### config.mk
export PLATFORM = sky130hd
export DESIGN_NAME = load_store_unit
export DESIGN_NICKNAME = d
export VERILOG_FILES = /design/src/rtl/load_store_unit.sv
export SDC_FILE = /design/constraint.sdc
export NUM_CORES = 1
export LEC_CHECK = 0
export BUFFER_PORTS_ARGS = -buffer_cell sky130_fd_sc_hd__buf_4
export CAP_MARGIN = 10
export CORE_ASPECT_RATIO = 0.6
export CORE_MARGIN = 1
export CORE_UTILIZATION = 52
export CTS_BUF_LIST = sky130_fd_sc_hd__clkbuf_4 sky130_fd_sc_hd__clkbuf_8
export CTS_CLUSTER_SIZE = 20
export DETAILED_ROUTE_END_ITERATION = 6
export GPL_ROUTABILITY_DRIVEN = 0
export PLACE_DENSITY = 0.79
export SYNTH_ARGS = -nofsm -noshare
export SYNTH_HDL_FRONTEND = slang
export SYNTH_SLANG_ARGS = --single-unit
export TNS_END_PERCENT = 5
### constraint.sdc
create_clock -name clk_i -period 4.5 [get_ports clk_i]
set_input_delay 0.45 -clock clk_i [delete_from_list [all_inputs] [get_ports clk_i]]
set_output_delay 0.45 -clock clk_i [all_outputs]
set_load 0.01 [all_outputs]
### src/rtl/load_store_unit.sv
// load_store_unit: RV32I memory-stage initiator with alignment checking,
// lane steering, req/gnt/rvalid handshake, load extension and timeout.
module load_store_unit #(
    parameter int unsigned TimeoutCycles = 255
) (
    input  logic        clk_i,
    input  logic        rst_i,
    input  logic        req_valid_i,
    input  logic        req_we_i,
    input  logic [2:0]  req_funct3_i,
    input  logic [31:0] req_addr_i,
    input  logic [31:0] req_wdata_i,
    output logic        stall_o,
    output logic        load_valid_o,
    output logic [31:0] load_data_o,
    output logic        misalign_o,
    output logic        timeout_o,
    output logic        mem_req_o,
    output logic        mem_we_o,
    output logic [31:0] mem_addr_o,
    output logic [3:0]  mem_be_o,
    output logic [31:0] mem_wdata_o,
    input  logic        mem_gnt_i,
    input  logic        mem_rvalid_i,
    input  logic [31:0] mem_rdata_i
);

    localparam int unsigned CW =
        (TimeoutCycles < 2) ? 1 : $clog2(TimeoutCycles);
    localparam logic [CW-1:0] CntMax = CW'(TimeoutCycles - 1);

    typedef enum logic [1:0] {IDLE, REQ, WAIT_R} state_t;

    state_t        state_q, state_d;
    logic [CW-1:0] cnt_q;
    logic          we_q;
    logic [2:0]    f3_q;
    logic [1:0]    off_q;
    logic [31:0]   addr_q, wdata_q, load_data_q;
    logic [3:0]    be_q;
    logic          load_valid_q, misalign_q, timeout_q;

    logic          legal, expired, accept, stall_c;
    logic          gnt_to, rv_to;
    logic [3:0]    be_d;
    logic [31:0]   wdata_d, ext_d;
    logic [7:0]    rbyte;
    logic [15:0]   rhalf;

    always_comb begin
        legal = 1'b0;
        unique case (req_funct3_i)
            3'b000:  legal = 1'b1;
            3'b001:  legal = ~req_addr_i[0];
            3'b010:  legal = (req_addr_i[1:0] == 2'b00);
            3'b100:  legal = ~req_we_i;
            3'b101:  legal = ~req_we_i & ~req_addr_i[0];
            default: legal = 1'b0;
        endcase
    end

    always_comb begin
        be_d    = 4'b0000;
        wdata_d = 32'h0;
        unique case (req_funct3_i[1:0])
            2'b00: begin
                be_d    = 4'b0001 << req_addr_i[1:0];
                wdata_d = {4{req_wdata_i[7:0]}};
            end
            2'b01: begin
                be_d    = req_addr_i[1] ? 4'b1100 : 4'b0011;
                wdata_d = {2{req_wdata_i[15:0]}};
            end
            2'b10: begin
                be_d    = 4'b1111;
                wdata_d = req_wdata_i;
            end
            default: begin
                be_d    = 4'b0000;
                wdata_d = 32'h0;
            end
        endcase
        if (!req_we_i)
            wdata_d = 32'h0;
    end

    always_comb begin
        rbyte = 8'h00;
        unique case (off_q)
            2'd0: rbyte = mem_rdata_i[7:0];
            2'd1: rbyte = mem_rdata_i[15:8];
            2'd2: rbyte = mem_rdata_i[23:16];
            2'd3: rbyte = mem_rdata_i[31:24];
        endcase
        rhalf = off_q[1] ? mem_rdata_i[31:16] : mem_rdata_i[15:0];
        ext_d = mem_rdata_i;
        unique case (f3_q)
            3'b000:  ext_d = {{24{rbyte[7]}}, rbyte};
            3'b001:  ext_d = {{16{rhalf[15]}}, rhalf};
            3'b100:  ext_d = {24'h0, rbyte};
            3'b101:  ext_d = {16'h0, rhalf};
            default: ext_d = mem_rdata_i;
        endcase
    end

    assign expired = (cnt_q == CntMax);
    assign gnt_to  = (state_q == REQ) & ~mem_gnt_i & expired;
    assign rv_to   = (state_q == WAIT_R) & ~mem_rvalid_i & expired;

    always_comb begin
        state_d = state_q;
        stall_c = 1'b0;
        accept  = 1'b0;
        unique case (state_q)
            IDLE: begin
                if (req_valid_i && legal) begin
                    accept  = 1'b1;
                    stall_c = 1'b1;
                    state_d = REQ;
                end
            end
            REQ: begin
                if (mem_gnt_i) begin
                    state_d = we_q ? IDLE : WAIT_R;
                    stall_c = ~we_q;
                end else if (expired) begin
                    state_d = IDLE;
                end else begin
                    stall_c = 1'b1;
                end
            end
            WAIT_R: begin
                if (mem_rvalid_i || expired)
                    state_d = IDLE;
                else
                    stall_c = 1'b1;
            end
            default: state_d = IDLE;
        endcase
    end

    always_ff @(posedge clk_i or posedge rst_i) begin
        if (rst_i) begin
            state_q <= IDLE;
            cnt_q   <= '0;
        end else begin
            state_q <= state_d;
            if (state_d != state_q)
                cnt_q <= '0;
            else if (state_q != IDLE)
                cnt_q <= cnt_q + CW'(1);
        end
    end

    always_ff @(posedge clk_i or posedge rst_i) begin
        if (rst_i) begin
            we_q         <= 1'b0;
            f3_q         <= 3'b000;
            off_q        <= 2'b00;
            addr_q       <= 32'h0;
            be_q         <= 4'b0000;
            wdata_q      <= 32'h0;
            load_data_q  <= 32'h0;
            load_valid_q <= 1'b0;
            misalign_q   <= 1'b0;
            timeout_q    <= 1'b0;
        end else begin
            if (accept) begin
                we_q    <= req_we_i;
                f3_q    <= req_funct3_i;
                off_q   <= req_addr_i[1:0];
                addr_q  <= {req_addr_i[31:2], 2'b00};
                be_q    <= be_d;
                wdata_q <= wdata_d;
            end
            load_valid_q <= (state_q == WAIT_R) & mem_rvalid_i;
            if ((state_q == WAIT_R) && mem_rvalid_i)
                load_data_q <= ext_d;
            misalign_q <= (state_q == IDLE) & req_valid_i & ~legal;
            timeout_q  <= gnt_to | rv_to;
        end
    end

    // Bus fields are only driven while a request is actually presented.
    assign mem_req_o    = (state_q == REQ);
    assign mem_we_o     = mem_req_o & we_q;
    assign mem_addr_o   = mem_req_o ? addr_q : 32'h0;
    assign mem_be_o     = mem_req_o ? be_q : 4'b0000;
    assign mem_wdata_o  = mem_req_o ? wdata_q : 32'h0;
    assign stall_o      = stall_c & ~rst_i;
    assign load_valid_o = load_valid_q;
    assign load_data_o  = load_data_q;
    assign misalign_o   = misalign_q;
    assign timeout_o    = timeout_q;

endmodule

==> impl_summary.md, run 1 <==
Cells and area
The count of nets after finishing is 936. The layout overhead on the synthesized area is 31.0%. 0 antenna diodes ended up in the layout. The layout has 884 filler cells. The final standard cell area without fillers is 8140 µm². Leaving out filler cells and counting taps, the final layout contains roughly 1000. The share of cells above drive strength 1 is 34.2%.

Timing
Across all setup checks in the final design, the least slack found is 1.82 ns. The timing-limited maximum frequency is 0.373 GHz. The worst path uses 59.7% of the clock period. The shortest period the worst path allows is around 2.7 ns.

The final max-slew violation count was 0. The final-report setup violation count is 0. Setup repair after global routing left no endpoint under its margin. In the final timing run, aggregate negative setup slack is 0 ns. At the pin with the least slew margin, the transition time is 1.14 ns. The final worst clock skew is 0.0127 ns. The number of endpoints with negative hold slack in the final report was 0. The headroom to the max-slew limit is 23.9%.

Yosys
A synthesized cell averages roughly 9.6 µm². Counting flops and latches in the post-synthesis netlist gives 117. The synthesized netlist contains 49 unique library cells. The total standard cell area after synthesis is 6220 µm². The fraction of registers with async set or reset after synthesis is 100%. The top flip-flop cell by instance count after synthesis is sky130_fd_sc_hd__dfrtp_1. The share of synthesized area in the top cell type comes to 47.1%. The biggest area contributor in the post-synthesis netlist is sky130_fd_sc_hd__dfrtp_1. Yosys attributes the largest share of cell area to sky130_fd_sc_hd__dfrtp_1 47%, sky130_fd_sc_hd__mux2_4 8.2%, sky130_fd_sc_hd__and2_1 6.8%, sky130_fd_sc_hd__nand2_1 6.8%, sky130_fd_sc_hd__o21ai_0 5.5%. The synthesized design contains 0 enable-type register cells. The Yosys step of the flow raised 0 warnings.

Sequential cells were found to cover 47.1% of the synthesized design area. The number of instances in the synthesized netlist is about 650.

Floorplan
The total I/O pin count is 211. The die covers 12400 µm². The initial utilization of the core area, before any placement, comes to a little over half.

Row generation in the floorplan step produced 30 rows. The die span in x is 143 µm. The core footprint is 11500 µm². The chip height is slightly below 90 µm.

CTS
TritonCTS built the clock tree. The number of buffers inserted during clock tree synthesis is 17. Buffers inserted to repair hold after CTS numbered 0. The later pin in the worst-skew pair is clocked with a latency of 0.43 ns.

The post-cts gate resize count is 0. The number of setup buffers added after CTS is 0. The clock-pin slew on the worst setup and hold paths is about 0.070 ns. The longest clock path from root to sink contains 2 buffers. The cell sitting at the root of the clock tree is a sky130_fd_sc_hd__clkbuf_8.

CTS saw between 100 and 150 sinks. In this run the number of H-tree levels came out at 4.

Global route
The first global-routing pass estimated between 20000 and 30000 µm of wire. The total global routing overflow is 0. The pin count of the biggest net entering global routing is 70. The initial antenna violation count is 0. The via count of the first global-routing pass is 5239. The global-route usage over all layers is between 20 and 30%.

Setup path
The class of the most critical setup path is reg2out. The critical path data required time is 4.05 ns. The arrival time of data at the critical path endpoint is 2.23 ns. STA classifies the critical path endpoint as an output pin.

For flop-to-flop paths, the worst setup slack is 1.83 ns. The maximum fanout along the worst path is 67. The type of origin of the critical path is a register.

The slowest stage of the critical path is the sky130_fd_sc_hd__or3b_2 cell. The critical path goes through or3b_2, a21o_4, a31oi_1, buf_4. The delay of the slowest cell on the worst path is 0.54 ns. The number of cells on the worst reg-to-reg path is 5.

Route
After detailed routing, the total wire length is ~17000 µm. In this run, the number of DRC markers left after iteration 0 of detailed routing was 372. The pre-antenna-repair detailed-routing pass consisted of 5 iterations. The ratio of routed vias to standard cells is 5.43. For this block, the via count after detailed routing is 5441. The DRC violations left is 0.

Dividing the detail-routed wire length by the instance count gives 17.2 µm. The detail route stage leaves a number of antenna-violating nets equal to 0.

Place
The HPWL reported at the end of detailed placement is around 12000 µm. The pre-CTS setup slack is 1.79 ns. The placed cell area is 7770 µm². The count of input and output buffers is 208. The number of placed instances, taps included, is 970.

Power and ir drop
The static leakage is 0.00409 µW. IR analysis of the VDD net gives a maximum drop of 0.206 mV. In this run, flip-flops and latches consume 43.1% of the power. The power per cell area is 469 nW/µm². The internal power consumption is 2510 µW.

The reported net switching power is 1310 µW. In this run, the clock network consumes around a quarter of the power. The combinational group share of total power is between 30% and 40%.

Of the total power, the share spent switching nets is around 34%.

Status
The run finished with clean final reports.

Min path
The worst hold path belongs to the class in2async.

Run
The number of maximum-capacitance constraint violations is 0.
power groups by stage:
stage	registers, µW	logic [µW]	clock network [µW]
final	1650	1260	911
after global routing	1680	1380	970
after CTS	1640	1270	918
after detailed placement	1650	1270	0
after global placement	1640	1220	0
after floorplan	1610	719	0
logic make-up (layout without fill, tap and decap cells):
family | Yosys count | in the layout | share of synthesized area (%)
simple gates | 287 | 287 | 23.2
flops | 117 | 117 | 47.1
compound gates | 115 | 115 | 11.1
mux | 60 | 60 | 12.6
buf+inv | 59 | 252 | 4.45
xor+xnor | 7 | 7 | 0.986
fa+ha+maj | 2 | 2 | 0.403
other cells | 1 | 2 | 0.0603
cell usage after synthesis (9+ instances only):
| master | count |
|---|---|
| sky130_fd_sc_hd__mux2_4 | 34 |
| sky130_fd_sc_hd__nand3b_1 | 9 |
| sky130_fd_sc_hd__nand2_1 | 113 |
| sky130_fd_sc_hd__nand2b_1 | 12 |
| sky130_fd_sc_hd__nand3_1 | 33 |
| sky130_fd_sc_hd__and2_1 | 68 |
| sky130_fd_sc_hd__nor2_1 | 18 |
| sky130_fd_sc_hd__o21ai_0 | 68 |
| sky130_fd_sc_hd__mux2i_1 | 23 |
| sky130_fd_sc_hd__dfrtp_1 | 117 |
| sky130_fd_sc_hd__clkbuf_1 | 34 |
| sky130_fd_sc_hd__a21oi_1 | 10 |
per-layer routing:
layer  vias up  routed length [µm]  GRT usage, %
met1      2602                8170          42.6
met2       258                7320          40.6
met3        19                1540          7.73
met5         -                   0             0
li1       2562                   -             -
met4         0                 168          8.02
sequential cells by signal, summed over array words and instances, names as in the netlist:
name	cells
addr_q	30
timeout_o	1
load_data_o	32
state_q	2
load_valid_o	1
misalign_o	1
cnt_q	8
be_q	4
we_q	1
off_q	2
wdata_q	32
f3_q	3
cell type report:
| cell class | count | area, µm² | area share [%] |
|---|---|---|---|
| multi-input combinational | 473 | 3020 | 37.1 |
| sequential | 117 | 2930 | 36.0 |
| timing repair buffer | 211 | 1580 | 19.5 |
| clock buffer | 18 | 241 | 2.97 |
| tap | 160 | 200 | 2.46 |
| clock inverter | 14 | 130 | 1.60 |
| inverter | 9 | 36.3 | 0.446 |
worst max-delay path, delay by kind of cell (launching register included):
kind | cells | cell delay, ns
and+or+nand+nor | 1 | 0.54
DFF | 1 | 0.46
AOI/OAI and AO/OA | 2 | 0.67
buffers and inverters | 1 | 0.15
through the flow:
step           util (%)  power [µW]  hold slack, ns
5_1_grt            70.9        4040           0.185
4_1_cts            70.9        3830           0.151
2_1_floorplan         -        2330           0.441
6_report           70.9        3820           0.137
3_5_place_dp       67.7        2920           0.459
3_3_place_gp       67.7        2860           0.456
final timing paths:
| kind | startpoint | endpoint |
|---|---|---|
| max in group asynchronous | rst_i | load_data_o[22] |
| min reg2reg | wdata_q[31] | wdata_q[31] |
| max reg2reg | state_q[0] | load_data_o[22] |
| max | state_q[0] | stall_o |
| min | rst_i | state_q[1] |
| min in group clk_i | req_addr_i[10] | addr_q[10] |
layout by cell type, fill, tap and decap left out, types with 17 or more instances in the layout:
master                     netlist  routed
sky130_fd_sc_hd__buf_4           2     211
sky130_fd_sc_hd__dfrtp_1       117     117
sky130_fd_sc_hd__nand2_1       113     113
sky130_fd_sc_hd__o21ai_0        68      68
sky130_fd_sc_hd__and2_1         68      68
sky130_fd_sc_hd__mux2_4         34      34
sky130_fd_sc_hd__nand3_1        33      33
sky130_fd_sc_hd__mux2i_1        23      23
sky130_fd_sc_hd__nor2_1         18      18
sky130_fd_sc_hd__clkbuf_8        0      17
Note: power is estimated with default switching activity, not from simulation.
==> inputs of run 2 (changes only) <==
- CORE_UTILIZATION: 52 -> 47
- PLACE_DENSITY: 0.79 -> 0.75
- clock period: 4.5 -> 2.25 ns (I/O delays scaled with it)
==> impl_summary.md, run 2 (synthesis gave the netlist of run 1 again) <==
Status
The run finished, with violations left. The final reports fail on negative hold slack.

Cells and area
The total of fill cells in the finished design is 983 (+11%). Compared with the post-synthesis result, the final layout area differs by 36.4%. The most common cell after layout, fill and taps aside is sky130_fd_sc_hd__buf_4. The share of cells above drive strength 1 was 35.5% (+1.3 points).

The number of antenna repair diodes is 0 (unchanged). In the layout the commonest cells are 219 x sky130_fd_sc_hd__buf_4, 115 x sky130_fd_sc_hd__dfrtp_1, 113 x sky130_fd_sc_hd__nand2_1. The count of nets after finishing was 958 (+2.4%).

Place
The pre-CTS setup slack is 0.153 ns (-1.63 ns). The count of input and output buffers came to 208 (unchanged). The HPWL reported at the end of detailed placement is 12900 µm (+4.6%).

CTS
The number of sinks driven by the clock tree is 117 (unchanged). The latest clock arrival within the worst-skew pair came to 0.42 ns (about the same). The number of buffers inserted during clock tree synthesis is 17 (unchanged). The root buffer cell is sky130_fd_sc_hd__clkbuf_8. The CTS tree is done. The maximum buffer depth of the clock tree is 2 (unchanged). The clock-pin slew on the worst setup and hold paths is 0.07 ns (about the same). The number of H-tree levels is 4 (unchanged).

Setup path
The minimum setup slack among reg-to-reg paths is 0.24 ns (-1.59 ns). The critical-path cell with the highest stage delay is sky130_fd_sc_hd__dfrtp_2. The critical path data required time came to 2.03 ns (-2.02 ns). The arrival time of data at the critical path endpoint is 1.90 ns (-0.33 ns).

The delay of the slowest cell on the worst path was 0.46 ns (-0.08 ns). The kind of end point of the critical path is an output pin. The critical path is of the reg2out type. The maximum fanout along the worst path was 34 (-49%). The worst setup path is launched from a register. The signal on the critical path passes through nand2b_2, inv_4, buf_12, nand2_1, a31oi_1, buf_4.

Route
The DRC violations left is 0 (unchanged). The ratio of routed vias to standard cells is 5.37 (-1.1%). The via count is 5554 (+2.1%). The total length of routed wires is 18300 µm (+6.5%).

The number of antenna-violating nets in the routed design is 0 (unchanged). The number of design-rule violations left by the first detailed-router iteration came to 352 (-5.4%). The wire length per cell after detailed routing was 17.7 µm (+3.2%). The first-pass iteration count of the detailed router was 5 (unchanged).

Timing
The final-report setup violation count was 0 (unchanged). The worst hold slack across all endpoints is -0.0270 ns (-0.164 ns). Setup repair after global routing left no endpoint under its margin. The shortest period the worst path allows is between 2 and 2.5 ns.

After layout, the worst path uses between 90% and 100% of the clock period. The headroom to the max-slew limit was 57.4% (+33 points). The slew at the pin closest to its max-slew limit was 0.638 ns (-0.504 ns). The accumulated negative setup slack is 0 ns (unchanged).

The number of endpoints with negative hold slack in the final report was 19 (+19). The final worst clock skew is 0.0109 ns (-0.00173 ns). The worst setup slack after layout is 0.130 ns (-1.69 ns). The final max-slew violation count came to 0 (unchanged). The timing-limited maximum frequency is 0.472 GHz.

Floorplan
The core footprint was 12900 µm² (+12%). The chip height is 91.1 µm (+5.1%). The total I/O pin count is 211 (unchanged).

The row count came to 32 (+6.7%). The starting utilization of the core area was 48.4% (-5.8 points). The die area is 13700 µm² (+10%). The die span in x is 150 µm (+5.1%).

Power and ir drop
The power per cell area is 938 nW/µm² (+100%). The worst ir drop on vdd is 0.418 mV (+100%). The static leakage is 0.00424 µW (+3.8%).

Global route
The global-route usage over all layers is 26.9% (-1.7 points). The total global routing overflow is 0 (unchanged). The initial antenna violation count is 0 (unchanged). The pin count of the biggest net entering global routing is 118 (+69%). The global-route wire length before repair came to 28200 µm (+4.2%).

The via count of the first global-routing pass is 5267 (+0.53%).

Min path
The type of the most critical hold path is in2async.

Run
The number of maximum-capacitance constraint violations is 0 (unchanged).
-- run 2: final timing paths --
path | end | depth (start not counted) | start
worst min-delay path | misalign_o | 3 | rst_i
max in group asynchronous | addr_q[25] | 3 | rst_i
worst max-delay path | stall_o | 6 | state_q[1]
worst max register to register | load_data_o[13] | 4 | state_q[0]
min in group clk_i | addr_q[4] | 2 | req_addr_i[4]
worst min register to register | wdata_q[30] | 2 | wdata_q[30]
-- run 2: power breakdown --
group          internal [µW]  switching [µW]
Sequential              2760             481
Combinational           1450            1270
Clock                   1160             824
-- run 2: final cells by class --
type | instances | area, µm² | share of cell area (%)
Clock buffer | 22 | 278 | 3.28
Multi-Input combinational cell | 474 | 3050 | 36.0
Inverter | 9 | 40.0 | 0.472
Timing Repair Buffer | 232 | 1840 | 21.7
Tap cell | 170 | 213 | 2.51
Clock inverter | 10 | 130 | 1.53
Sequential cell | 117 | 2930 | 34.6
-- run 2: timing repair --
| item | CTS | global route |
|---|---|---|
| endpoints found under the hold margin | 0 | 7 |
| endpoints found under the setup margin | 1 | 17 |
| resized for setup | 1 | 6 |
| setup buffers | 1 | 0 |
| cloned | 1 | 1 |
| hold buffers | 0 | 7 |
-- run 2: through the flow --
step	area [µm²]	hold slack (ns)	util [%]	power [µW]	std cells
2_1_floorplan	6220	0.361	-	4660	649
3_3_place_gp	7940	0.453	61.8	5820	992
3_5_place_dp	7940	0.462	61.8	5920	992
4_1_cts	8360	0.00498	65.1	7930	1026
5_1_grt	8480	0.000281	66.0	8410	1034
6_report	8480	-0.0270	66.0	7950	1034
-- run 2: worst max-delay path, delay by kind of cell, from the launching register on --
family                 cells  cell delay [ns]
flip-flops                 1             0.46
AND/OR/NAND/NOR            2             0.35
buffers and inverters      3             0.47
AO/OA/AOI/OAI              1             0.20
-- run 2: per-layer routing --
layer	part of all wire, %	vias to the layer above	global-route usage, %
met3	9.6	10	8.19
met4	0.59	0	5.22
met2	44	270	37.9
met1	46	2669	40.4
met5	0	-	0
li1	-	2605	-
==> inputs of run 3 (changes only) <==
- ABC_AREA: unset -> 1
- GPL_TIMING_DRIVEN: unset -> 0
- PLACE_DENSITY: 0.75 -> 0.76
==> impl_summary.md, run 3 <==
Status
The flow ran to the end, and the final reports show no timing, DRC or antenna violations.

Yosys
The number of instances in the synthesized netlist is 773 (+19%). The fraction of registers with async set or reset after synthesis was 100% (unchanged). The sequential share of the synthesized area is 49.1% (+2.0 points). The most repeated cell in the gate-level netlist after synthesis is sky130_fd_sc_hd__nand2_1. The unique cell type count in the Yosys netlist was 38 (-22%).

The top cell type by total area after synthesis is sky130_fd_sc_hd__dfrtp_1. The top flip-flop cell by instance count after synthesis is sky130_fd_sc_hd__dfrtp_1. The total standard cell area after synthesis was 5960 µm² (-4.1%). Ranked by total cell area, the synthesized netlist is headed by sky130_fd_sc_hd__dfrtp_1 49%, sky130_fd_sc_hd__nand2_1 12%, sky130_fd_sc_hd__inv_1 6.8%, sky130_fd_sc_hd__nor2_1 5.4%, sky130_fd_sc_hd__o21ai_0 5.0%. The top-area cell type share of the netlist area was 49.1% (+2.0 points). The number of warnings reported in the yosys synthesis log is 0 (unchanged). The number of flops mapped to enable cells by yosys came to 0 (unchanged). The average cell area after synthesis came to 7.71 µm² (-20%).

Counting instances in the post-synthesis netlist gives the leading cell types as 183 x sky130_fd_sc_hd__nand2_1, 117 x sky130_fd_sc_hd__dfrtp_1, 108 x sky130_fd_sc_hd__inv_1, 86 x sky130_fd_sc_hd__nor2_1, 60 x sky130_fd_sc_hd__o21ai_0. The number of register bits inferred by synthesis was 117 (unchanged).

CTS
The number of sinks driven by the clock tree is 117 (unchanged). The buffer count from post-CTS setup fixing is 0 (-1). The clock-pin slew on the worst setup and hold paths is 0.07 ns (about the same). The number of buffers inserted during clock tree synthesis is 17 (unchanged). The maximum buffer depth of the clock tree was 2 (unchanged). The number of H-tree levels is 4 (unchanged). TritonCTS built the clock tree. The tree is rooted in a sky130_fd_sc_hd__clkbuf_8. The latest clock arrival within the worst-skew pair is 0.43 ns (about the same).

Cells and area
The share of the core filled with cells in the final layout was 68.4% (+2.4 points). The count of nets after finishing was 1122 (+17%). The multi-input logic area was 2350 µm² (-23%). The layout overhead on the synthesized area is 40.2%.

The number of cells in the finished layout apart from fillers is 1193 (+15%). Leaving out fill and tap cells, the most frequent cell in the layout is sky130_fd_sc_hd__buf_4. The total of fill cells in the finished design came to 1026 (+4.4%). The flip-flop and latch area is 2930 µm² (about the same).

The number of antenna repair diodes is 0 (unchanged). Leaving out fill and tap cells, the most frequent cells in the layout are 219 x sky130_fd_sc_hd__buf_4, 183 x sky130_fd_sc_hd__nand2_1, 117 x sky130_fd_sc_hd__dfrtp_1. The share of cells above drive strength 1 is 28.6% (-6.9 points).

Route
The wire length per cell after detailed routing is 15.8 µm (-11%). The via count is 6059 (+9.1%). The number of design-rule violations left by the first detailed-router iteration is 536 (+52%).

The first-pass iteration count of the detailed router was 7 (+2). The ratio of routed vias to standard cells is 5.08 (-5.4%). The DRC violations left came to 0 (unchanged).

The total length of routed wires is 18800 µm (+2.7%). The number of antenna-violating nets in the routed design is 0 (unchanged).

Timing
The worst setup slack after layout came to 0.134 ns (+0.00412 ns). The final max-slew violation count is 0 (unchanged). The part of the cycle the worst path needs is 94.0% (-0.18 points). The final-report setup violation count is 0 (unchanged). The timing-limited maximum frequency is 0.473 GHz (+0.19%). The shortest period the worst path allows is 2.12 ns (-0.00412 ns). The headroom to the max-slew limit is 65.5% (+8.1 points). The final worst clock skew is 0.0122 ns (+0.00125 ns). The slew at the pin closest to its max-slew limit is 0.517 ns (-0.121 ns). Setup repair after global routing left no endpoint under its margin. The number of endpoints with negative hold slack in the final report is 0 (-19).

Floorplan
The starting utilization of the core area is 48.8% (+0.42 points). The chip height is 89.2 µm (-2.0%). The die span in x is 147 µm (-2.0%). The die area is 13200 µm² (-4.0%). The total I/O pin count was 211 (unchanged). The row count is 31 (-3.1%). The core footprint is 12200 µm² (-4.9%).

Global route
The initial antenna violation count is 0 (unchanged). The global-route wire length before repair is 28400 µm (+0.73%). The total global routing overflow is 0 (unchanged). The via count of the first global-routing pass is 5417 (+2.8%). The pin count of the biggest net entering global routing is 40 (-66%).

The global-route usage over all layers is 28.5% (+1.7 points).

Place
The HPWL reported at the end of detailed placement is 14200 µm (+10%). The pre-CTS setup slack was 0.166 ns (+0.0140 ns). The number of cells in the design after placement was 1149 (+16%).

The count of input and output buffers came to 207 (-0.48%).

Setup path
The critical path data required time is 2.03 ns (about the same). The setup path with the least slack is of type reg2out. The maximum fanout along the worst path is 10 (-71%). The worst setup path is captured at an output pin. The arrival time of data at the critical path endpoint came to 1.89 ns (about the same).

The type of origin of the critical path is a register.

Power and ir drop
The power per cell area is 983 nW/µm² (+4.8%). The worst ir drop on vdd is 0.601 mV (+44%). The static leakage is 0.00436 µW (+2.9%).

Min path
The path class of the tightest hold or removal check is in2reg.

Run
The number of maximum-capacitance constraint violations is 0 (unchanged).
run 3: cell count changes after synthesis, sizes merged, moves of 30 or more:
cell,previous run,this run
inv,8,114
nand2,113,189
nor2,18,89
and2,68,1
mux2,36,0
o21ai,71,101
run 3: critical path, stage by stage, from the launching register on:
cell                       delay [ns]
sky130_fd_sc_hd__dfrtp_1         0.41
sky130_fd_sc_hd__inv_2           0.13
sky130_fd_sc_hd__nor2_4          0.05
sky130_fd_sc_hd__inv_2           0.12
sky130_fd_sc_hd__clkbuf_4        0.25
sky130_fd_sc_hd__buf_2           0.27
sky130_fd_sc_hd__nor2_1          0.09
sky130_fd_sc_hd__buf_4           0.15
run 3: area by class of cell:
| cell class | instances | area share, % |
|---|---|---|
| Buffer | 44 | 3.20 |
| Timing Repair Buffer | 222 | 20.8 |
| Clock buffer | 20 | 3.22 |
| Multi-Input combinational cell | 497 | 28.1 |
| Clock inverter | 12 | 1.84 |
| Tap cell | 165 | 2.47 |
| Sequential cell | 117 | 35.0 |
| Inverter | 116 | 5.29 |
run 3: path summary, 6_finish.rpt:
check	startpoint	endpoint	slack, ns	cells past startpoint
setup / recovery	state_q[0]	mem_wdata_o[10]	0.13	7
hold / removal	req_addr_i[22]	addr_q[22]	0.02	3
setup reg to reg	state_q[0]	load_data_o[3]	0.51	6
hold reg to reg	load_data_o[14]	load_data_o[14]	0.49	2
max in group asynchronous	rst_i	addr_q[8]	1.11	5
min in group asynchronous	rst_i	misalign_o	0.40	3
run 3: power breakdown:
| group | switching [µW] | internal, µW |
|---|---|---|
| Clock | 890 | 1160 |
| Combinational | 1740 | 1310 |
| Sequential | 313 | 2800 |
run 3: repair_timing:
item | in CTS | in global routing
hold buffers | 12 | 0
endpoints found under the hold margin | 31 | 0
setup endpoints to repair | 30 | 13
gates resized for setup | 3 | 3
pin swaps | 0 | 0
run 3: metrics by stage:
stage          hold slack (ns)  setup TNS [ns]  cell area [µm²]  power [µW]
2_1_floorplan            0.346               0             5970        4800
3_5_place_dp             0.310               0             7800        6130
5_1_grt                0.00121               0             8360        8740
4_1_cts                0.00166               0             8350        8220
3_3_place_gp             0.438          -23.05             7730        6050
6_report                0.0172               0             8360        8220
run 3: kinds of logic after synthesis:
kind of cell,synth area share (%)
AND/OR/NAND/NOR,21.7
adder cells (fa/ha/maj),0.420
XOR/XNOR,0.735
other,0.0629
buffers and inverters,11.7
flip-flops,49.1
AO/OA/AOI/OAI,16.3
run 3: per-layer routing:
| metal | vias to the layer above | wire length [µm] | track usage [%] |
|---|---|---|---|
| met5 | - | 0 | 0 |
| met4 | 0 | 114 | 6.65 |
| met3 | 15 | 1640 | 7.45 |
| met2 | 286 | 7590 | 37.4 |
| met1 | 2818 | 9470 | 45.6 |
| li1 | 2940 | - | - |
